--- src/rtl/cntr_pkg.sv ---
// Shared types and helpers for the I2S RX counters.
package cntr_pkg;

   typedef enum logic {CNT_DOWN = 1'b0, CNT_UP = 1'b1} cnt_dir_t;
   typedef enum logic {CNT_WRAP = 1'b0, CNT_SAT = 1'b1} cnt_mode_t;

   // Widest counter any I2S block feeds into the shared boundary compare.
   localparam int unsigned CNT_MAX_W = 32;

   // Boundary test: up-counting is at or past mod, down-counting is at zero.
   function automatic logic at_boundary(input cnt_dir_t               dir,
                                        input logic [CNT_MAX_W-1:0]   cnt,
                                        input logic [CNT_MAX_W-1:0]   mod);
      logic hit;
      if (dir == CNT_UP) hit = (cnt >= mod);
      else               hit = (cnt == '0);
      return hit;
   endfunction

endpackage

--- src/rtl/cntr_presc.sv ---
// Clock-enable prescaler: emits one tick every presc_i+1 enabled cycles.
module cntr_presc
   import cntr_pkg::*;
#(
   parameter int unsigned PRE_RES = 4
) (
   input  logic               clk_i,
   input  logic               rst_i,
   input  logic               en_i,
   input  logic               clr_i,
   input  logic [PRE_RES-1:0] presc_i,
   output logic               tick_o
);

   logic [PRE_RES-1:0] pcnt_q;
   logic [PRE_RES-1:0] pcnt_d;
   logic               period_done;

   // >= rather than == so lowering presc_i mid-period ticks on the next enabled cycle.
   assign period_done = (pcnt_q >= presc_i);
   assign tick_o      = en_i & ~clr_i & period_done;

   // Next prescaler count: clear on load, hold while disabled.
   always_comb begin
      pcnt_d = pcnt_q;
      if (clr_i) begin
         pcnt_d = '0;
      end else if (en_i) begin
         if (period_done) pcnt_d = '0;
         else             pcnt_d = pcnt_q + PRE_RES'(1);
      end
   end

   // Prescaler count register with synchronous reset.
   always_ff @(posedge clk_i) begin
      if (rst_i) pcnt_q <= '0;
      else       pcnt_q <= pcnt_d;
   end

endmodule

--- src/rtl/cntr_ext_module.sv ---
// Programmable-modulo up/down counter with prescaler, load, wrap/saturate and terminal count.
module cntr_ext_module
   import cntr_pkg::*;
#(
   parameter int unsigned CNT_RES = 5,
   parameter int unsigned PRE_RES = 4
) (
   input  logic               clk_i,
   input  logic               rst_i,
   input  logic               en_i,
   input  logic [PRE_RES-1:0] presc_i,
   input  logic [CNT_RES-1:0] mod_i,
   input  logic               dir_i,
   input  logic               sat_i,
   input  logic               ld_i,
   input  logic [CNT_RES-1:0] ld_val_i,
   output logic [CNT_RES-1:0] cnt_o,
   output logic               tc_o,
   output logic               sat_o
);

   cnt_dir_t           dir;
   cnt_mode_t          mode;
   logic               tick;
   logic               at_bnd;
   logic [CNT_RES-1:0] cnt_q;
   logic [CNT_RES-1:0] cnt_d;
   logic [CNT_RES-1:0] cnt_tick;
   logic [CNT_RES-1:0] ld_clamp;
   logic               tc_q;
   logic               tc_d;

   assign dir  = cnt_dir_t'(dir_i);
   assign mode = cnt_mode_t'(sat_i);

   // Prescaler restarts its period whenever a load is taken.
   cntr_presc #(
      .PRE_RES (PRE_RES)
   ) u_presc (
      .clk_i   (clk_i),
      .rst_i   (rst_i),
      .en_i    (en_i),
      .clr_i   (ld_i),
      .presc_i (presc_i),
      .tick_o  (tick)
   );

   assign at_bnd   = at_boundary(dir, CNT_MAX_W'(cnt_q), CNT_MAX_W'(mod_i));
   assign ld_clamp = (ld_val_i > mod_i) ? mod_i : ld_val_i;

   // Value the counter takes on a tick; up-clamp also covers cnt above a shrunk mod_i.
   always_comb begin
      cnt_tick = cnt_q;
      if (dir == CNT_UP) begin
         if (cnt_q < mod_i)        cnt_tick = cnt_q + CNT_RES'(1);
         else if (mode == CNT_SAT) cnt_tick = mod_i;
         else                      cnt_tick = '0;
      end else begin
         if (cnt_q != '0)          cnt_tick = cnt_q - CNT_RES'(1);
         else if (mode == CNT_SAT) cnt_tick = '0;
         else                      cnt_tick = mod_i;
      end
   end

   // Next state: load beats tick beats hold; tc pulses only on boundary ticks.
   always_comb begin
      cnt_d = cnt_q;
      tc_d  = 1'b0;
      if (ld_i) begin
         cnt_d = ld_clamp;
      end else if (tick) begin
         cnt_d = cnt_tick;
         tc_d  = at_bnd;
      end
   end

   // Counter and terminal-count registers; reset overrides load and tick.
   always_ff @(posedge clk_i) begin
      if (rst_i) begin
         cnt_q <= '0;
         tc_q  <= 1'b0;
      end else begin
         cnt_q <= cnt_d;
         tc_q  <= tc_d;
      end
   end

   assign cnt_o = cnt_q;
   assign tc_o  = tc_q;
   assign sat_o = sat_i & at_bnd;

endmodule

--- config.mk ---
export PLATFORM = sky130hd
export DESIGN_NAME = cntr_ext_module
export DESIGN_NICKNAME = d
export VERILOG_FILES = /design/src/rtl/cntr_pkg.sv /design/src/rtl/cntr_presc.sv /design/src/rtl/cntr_ext_module.sv
export SDC_FILE = /design/constraint.sdc
export NUM_CORES = 1
export LEC_CHECK = 0
export ABC_AREA = 1
export BUFFER_PORTS_ARGS = -buffer_cell sky130_fd_sc_hd__buf_2
export CAP_MARGIN = 20
export CELL_PAD_IN_SITES_DETAIL_PLACEMENT = 1
export CELL_PAD_IN_SITES_GLOBAL_PLACEMENT = 1
export CORE_ASPECT_RATIO = 0.6
export CORE_MARGIN = 2
export CORE_UTILIZATION = 38
export CTS_CLUSTER_SIZE = 24
export DETAILED_ROUTE_END_ITERATION = 8
export PLACE_DENSITY_LB_ADDON = 0.05
export SYNTH_ARGS = -nofsm -noshare
export SYNTH_HDL_FRONTEND = slang
export SYNTH_SLANG_ARGS = --single-unit
--- constraint.sdc ---
create_clock -name clk_i -period 1.95 [get_ports clk_i]
set_input_delay 0.0975 -clock clk_i [delete_from_list [all_inputs] [get_ports clk_i]]
set_output_delay 0.0975 -clock clk_i [all_outputs]
set_load 0.01 [all_outputs]
==> results of run 1 <==
flip-flops by register name (all words and copies together) (netlist names):
signal and count:
tc_o 1, cnt_o 5, u_presc.pcnt_q 4
logic make-up (layout without fill, tap and decap cells):
| group | Yosys count | after routing |
|---|---|---|
| buffers and inverters | 41 | 73 |
| AO/OA/AOI/OAI | 23 | 23 |
| XOR/XNOR | 4 | 4 |
| AND/OR/NAND/NOR | 118 | 118 |
| flip-flops | 10 | 10 |
| adder cells (fa/ha/maj) | 17 | 17 |
cell type report:
class / count / area share [%]
repair buffers: 32 / 10.8
clock buffers: 4 / 3.38
well taps: 45 / 3.46
flip-flops and latches: 10 / 12.4
inverters: 37 / 8.53
multi-input cells: 162 / 61.5
cells in the mapped netlist (2+ instances only):
cell type / number / share of area [%]
o21ai_0: 4 / 1.5
inv_1: 36 / 10
ha_1: 17 / 16
dfxtp_1: 10 / 15
nor2_4: 2 / 1.7
a21oi_2: 4 / 2.6
xor2_1: 4 / 2.6
a21oi_1: 10 / 3.7
nand2_1: 47 / 13
nand2_2: 6 / 2.8
nand3_1: 25 / 9.3
nor2_1: 25 / 7.0
nand4_1: 4 / 1.9
nor3_2: 2 / 1.5
nand3_2: 2 / 1.5
how the worst max path moves through the flow:
stage,start,end,cells after the start
floorplan,cnt_o[1],sat_o,7
global placement,cnt_o[4],sat_o,8
detailed placement,u_presc.pcnt_q[1],cnt_o[4],10
CTS,cnt_o[4],sat_o,8
global route,cnt_o[4],sat_o,8
finish,cnt_o[4],sat_o,8
stage by stage:
| step | TNS (ps) | instance area (um2) | cells |
|---|---|---|---|
| 3_5_place_dp | 0 | 1530 | 284 |
| 5_1_grt | -22.7 | 1630 | 290 |
| 6_report | 0 | 1630 | 290 |
| 3_3_place_gp | 0 | 1530 | 284 |
| 4_1_cts | 0 | 1600 | 288 |
| 2_1_floorplan | 0 | 1350 | 213 |
per-layer routing:
layer | track usage (%) | vias up | wire [um] | part of all wire, %
li1 | - | 751 | - | -
met1 | 38.3 | 705 | 2390 | 51
met2 | 36.2 | 42 | 1940 | 42
met3 | 3.24 | 0 | 328 | 7.0
met4 | 1.69 | 0 | 0 | 0
met5 | 0 | - | 0 | 0
timing repair:
| item | CTS | global route |
|---|---|---|
| buffers inserted | 0 | 2 |
| gates resized for setup | 2 | 4 |
| pin swaps | 0 | 1 |
| setup endpoints to repair | 1 | 1 |
| cloned | 0 | 0 |
report_power, final:
group / switching (W) / internal [W]
Clock: 0.0000944 / 0.000179
Combinational: 0.000289 / 0.000164
Sequential: 0.0000104 / 0.000218
placed cells by master (no fill, tap or decap):
cell       n
xor2_1     4
nor2_8     1
nor2_4     2
nand2_1   47
nand3_4    2
o21ai_0    4
nor2_1    25
nor3_2     2
a211oi_1   1
nand3_1   25
o21ai_1    1
a21oi_2    4
buf_4      6
nor3_1     1
inv_2      1
nand4_1    4
dfxtp_2    1
ha_1      16
ha_2       1
nand3_2    1
nor3b_2    2
inv_1     36
dfxtp_1    9
o21bai_1   1
a21oi_1   10
nand2_2    6
o31ai_4    1
o21ai_2    1
buf_2     26
clkbuf_8   4
==> run summary, run 1 <==
multi-input logic area: 0.00100 mm2
fin crit share: 96.9%
crit-path cells: ha_1 -> nand2_1 -> nor2_1 -> nand2_2 -> nand3_4 -> o31ai_4 -> nor2_1 -> buf_2
layout cells sized above 1: 24.9%
CP max FO: 6
worst setup slack after layout: 60.0 ps
Clock Tree Buf Depth: 2
Synth Area in Compound Gates: 10.5%
count of input and output buffers: 26
Reg2Reg Setup Slack: 170 ps
CTS tree: yes
P&R area growth vs syn: 20.7%
#FFs+latches synth: 10
Num CTS Buffers: 3
Worst setup EP type: output port
CP arrival: 1790 ps
ys async rst share: 0%
DIE AREA: 0.00406 mm2
worst skew pair latency: 240 ps
Initial Util: 40.6%
largest family of logic cells by synthesized area: simple AND/OR/NAND/NOR gates
FMAX: 529 MHz
cts hold-fix bufs: 0
Die W: 80.9 um
height of the die: 50.2 um
diodes inserted: 0
peak supply drop: 0.316 mV
Slew Limit Fails: 0
Net Count, Synth: 250
final hold violation count: 0
violation count after the first detailed-route iteration: 81
length of the first detailed-routing pass in iterations: 4
drt drc: 0
Yosys warnings: 0
WHS: 122 ps
worst endpoint required time: 1850 ps
fin crit period: 1890 ps
WS Path Type: flip-flop to output port
normalized max-slew margin: 79.5%
peak per-stage delay on the critical path: 330 ps
fillers: 470
post-layout net count: 283
Pleak: 0.901 nW
Synth Area per Inst: 6.33 um2
drt wl/cell: 16.1 um
FF-to-FF path depth: 10
vias in the first global route: 1442
Worst setup SP type: flip-flop
hold worst-path end: u_presc.pcnt_q[1]
H-tree lvl count: 1
Clock Root Buffer: clkbuf_8
Synth Area in Simple Gates: 43.2%
Detailed Route WL: 4660 um
most frequent CP cell: nor2_1
Final Power: 0.000954 W
status: finished, final reports clean
row count: 16
routability cong.: 0.835
first-pass GRT wire length: 7290 um
I/O pin count: 27
sequential fraction of the synthesis area: 14.8%
adder-cell share of the synthesized area: 15.8%
antenna violation net count after detailed routing: 0
FF-to-FF End: cnt_o[0]
Final Setup Violations: 0
antenna violations before repair: 0
total number of vias: 1498
power density over cell area: 586 mW/mm2
worst reg2reg path startpoint: cnt_o[4]
Post-synth EDFFs: 0
post-synthesis mux area share: 0%
max_cap viols: 0
hold_sp: en_i
buffers and inverters on the worst path: 1
Slowest-stage cell, CP: dfxtp_2
Layout Skew: 0.958 ps
Mapped Area: 0.00135 mm2
clock-pin slew on the worst setup and hold paths: 50 ps
register area: 201 um2
Yosys cell types: 30
most common flop cell mapped by yosys: dfxtp_1
gr ovfl total: 0
Worst-Margin Slew: 307 ps
largest net degree at the start of global routing: 11
final core utilization: 49.0%
post-synthesis xor/xnor area fraction: 2.60%
Syn Inst Count: 213
# clock sinks: 10
Via density: 5.17
GRT Resource Usage Total: 24.3%
Core Footprint: 0.00332 mm2
Hold Path Stages: 2
crit-path leading delay family: simple AND/OR/NAND/NOR gates
Hold Path Class: input port to flip-flop
pre-CTS setup slack: 198 ps
hpwl dp: 3830 um
Note: power is estimated with default switching activity, not from simulation.
==> run 2: changes to the inputs <==
--- a/config.mk
+++ b/config.mk
@@ -12,7 +12,7 @@
 export CELL_PAD_IN_SITES_GLOBAL_PLACEMENT = 1
 export CORE_ASPECT_RATIO = 0.6
 export CORE_MARGIN = 2
-export CORE_UTILIZATION = 38
+export CORE_UTILIZATION = 34
 export CTS_CLUSTER_SIZE = 24
 export DETAILED_ROUTE_END_ITERATION = 8
 export PLACE_DENSITY_LB_ADDON = 0.05
==> constraint.sdc (replaced) <==
create_clock -name clk_i -period 1.65 [get_ports clk_i]
set_input_delay 0.0825 -clock clk_i [delete_from_list [all_inputs] [get_ports clk_i]]
set_output_delay 0.0825 -clock clk_i [all_outputs]
set_load 0.01 [all_outputs]
==> run 2 against run 1 <==
The run now ends with negative setup slack left. Cell count increased by 2.1%. Critical endpoint unchanged. Setup slack got worse by 110 ps. Via count up 1.7%. Largest cell class unchanged. Die area grew 11%. Routed wire length down 0.11%. Cell area increased by 11%.
==> run summary, run 2 (synthesis gave the netlist of run 1 again) <==
hpwl dp: 3680 um (-3.8%)
Hold Path Class: input port to flip-flop
antenna violations before repair: 0 (unchanged)
RSZ-0062 raised after global routing: yes
DIE AREA: 0.00450 mm2 (+11%)
FF-to-FF path depth: 11 (+1)
WS Path Type: flip-flop to output port
hold worst-path end: u_presc.pcnt_q[1]
CP arrival: 1620 ps (-170 ps)
Worst setup EP type: output port
count of input and output buffers: 26 (unchanged)
clock-pin slew on the worst setup and hold paths: 50 ps (about the same)
routability cong.: 0.930 (+11%)
Via density: 5.15 (-0.33%)
Final Setup Violations: 1 (+1)
FF-to-FF End: cnt_o[2]
row count: 17 (+1)
met3 Use GR: 1.57% (-1.7 points)
Reg2Reg Setup Slack: 10 ps (-160 ps)
max reg flops: 5 (unchanged)
Clock Root Buffer: clkbuf_8
worst skew pair latency: 240 ps (about the same)
worst reg2reg path startpoint: cnt_o[1]
I/O pin count: 27 (unchanged)
worst endpoint required time: 1570 ps (-280 ps)
worst setup slack after layout: -52.0 ps (-112 ps)
gr ovfl total: 0 (unchanged)
CP max FO: 3 (-3)
Slew Limit Fails: 0 (unchanged)
cts hold-fix bufs: 0 (unchanged)
met1 usage: 30.3% (-7.9 points)
FMAX: 588 MHz
drt drc: 0 (unchanged)
# clock sinks: 10 (unchanged)
peak supply drop: 0.228 mV (-28%)
first-pass GRT wire length: 7580 um (+4.0%)
drt wl/cell: 15.7 um (-2.1%)
length of the first detailed-routing pass in iterations: 4 (unchanged)
Hold Path Stages: 2 (unchanged)
Worst-Margin Slew: 275 ps (-32.2 ps)
Initial Util: 36.0% (-4.6 points)
setup total negative slack: -52.0 ps (-52.0 ps)
Die W: 85.3 um (+5.4%)
CTS tree: yes
antenna violation net count after detailed routing: 0 (unchanged)
diodes inserted: 0 (unchanged)
Final Power: 0.00119 W (+25%)
fin crit share: 103%
normalized max-slew margin: 81.7% (+2.2 points)
violation count after the first detailed-route iteration: 39 (-52%)
commonest non-fill, non-tap cell in the layout: nand2_1
failing checks: negative setup slack
vias in the first global route: 1584 (+9.8%)
GRT Resource Usage Total: 22.0% (-2.3 points)
fin crit period: 1700 ps
Layout Skew: 3.82 ps (+2.86 ps)
height of the die: 52.8 um (+5.3%)
most used routing layer: met2
post-layout net count: 288 (+1.8%)
Num CTS Buffers: 3 (unchanged)
hold_sp: en_i
most frequent cells in the layout: nand2_1 (39), inv_1 (31), buf_2 (26)
M2 GR Usage: 37.9% (+1.7 points)
Detailed Route WL: 4650 um (-0.11%)
final hold violation count: 0 (unchanged)
largest net degree at the start of global routing: 11 (unchanged)
P&R area growth vs syn: 34.4%
Clock Tree Buf Depth: 2 (unchanged)
Pleak: 0.936 nW (+3.9%)
Core Footprint: 0.00374 mm2 (+13%)
pre-CTS setup slack: -65.7 ps (-263 ps)
Worst setup SP type: flip-flop
H-tree lvl count: 1 (unchanged)
max_cap viols: 0 (unchanged)
status: finished with violations
power density over cell area: 657 mW/mm2 (+12%)
total number of vias: 1524 (+1.7%)
layout cells sized above 1: 37.3% (+12 points)
[run 2: cell types whose count changed in the layout (fill, tap and decap cells not counted), sizes merged]
cell and delta:
buf +5, clkbuf -1
[run 2: repair_timing]
item	in CTS	in global routing
setup endpoints to repair	1	6
buffers inserted	1	1
resized for setup	25	20
pin swaps	4	13
[run 2: how the worst max path moves through the flow]
stage	start	to	slack (ps)	depth (start not counted)
final	cnt_o[1]	sat_o	-50	9
after global routing	cnt_o[4]	sat_o	-100	9
after CTS	cnt_o[4]	sat_o	-110	9
after detailed placement	mod_i[4]	sat_o	-70	11
after global placement	mod_i[4]	sat_o	10	11
after floorplan	cnt_o[1]	sat_o	100	7
[run 2: layout make-up]
cell class,instances,area (um2)
inverters,37,141
flip-flops and latches,10,210
repair buffers,37,216
clock buffers,3,41.3
multi-input cells,162,1140
fillers,504,1930
well taps,47,58.8
[run 2: report_power, final]
part           switching (W)  internal [W]  leakage [nW]
registers          0.0000177      0.000261        0.0843
logic               0.000393      0.000265         0.830
clock network      0.0000943      0.000160        0.0216
total               0.000505      0.000685         0.936
[run 2: per-stage QoR]
step	area, um2	util, %	hold WS (ps)	cells
global placement	1580	42.1	358	292
finish	1810	48.4	108	296
floorplan	1350	-	178	213
CTS	1740	46.4	110	296
global route	1810	48.4	128	296
detailed placement	1580	42.1	364	292
[run 2: critical path, stage by stage, from the launching register on]
cell     delay (ps)
dfxtp_4         360
ha_4            220
nand2_4          90
nor2_4           50
nand2_2          80
nand3_4          80
o31ai_4         210
buf_6           140
nor2_2           30
buf_2           130
[run 2: metal layers]
layer	vias up	part of all wire, %
met5	-	0
li1	759	-
met4	0	0.75
met1	713	48
met2	46	45
met3	6	6.6
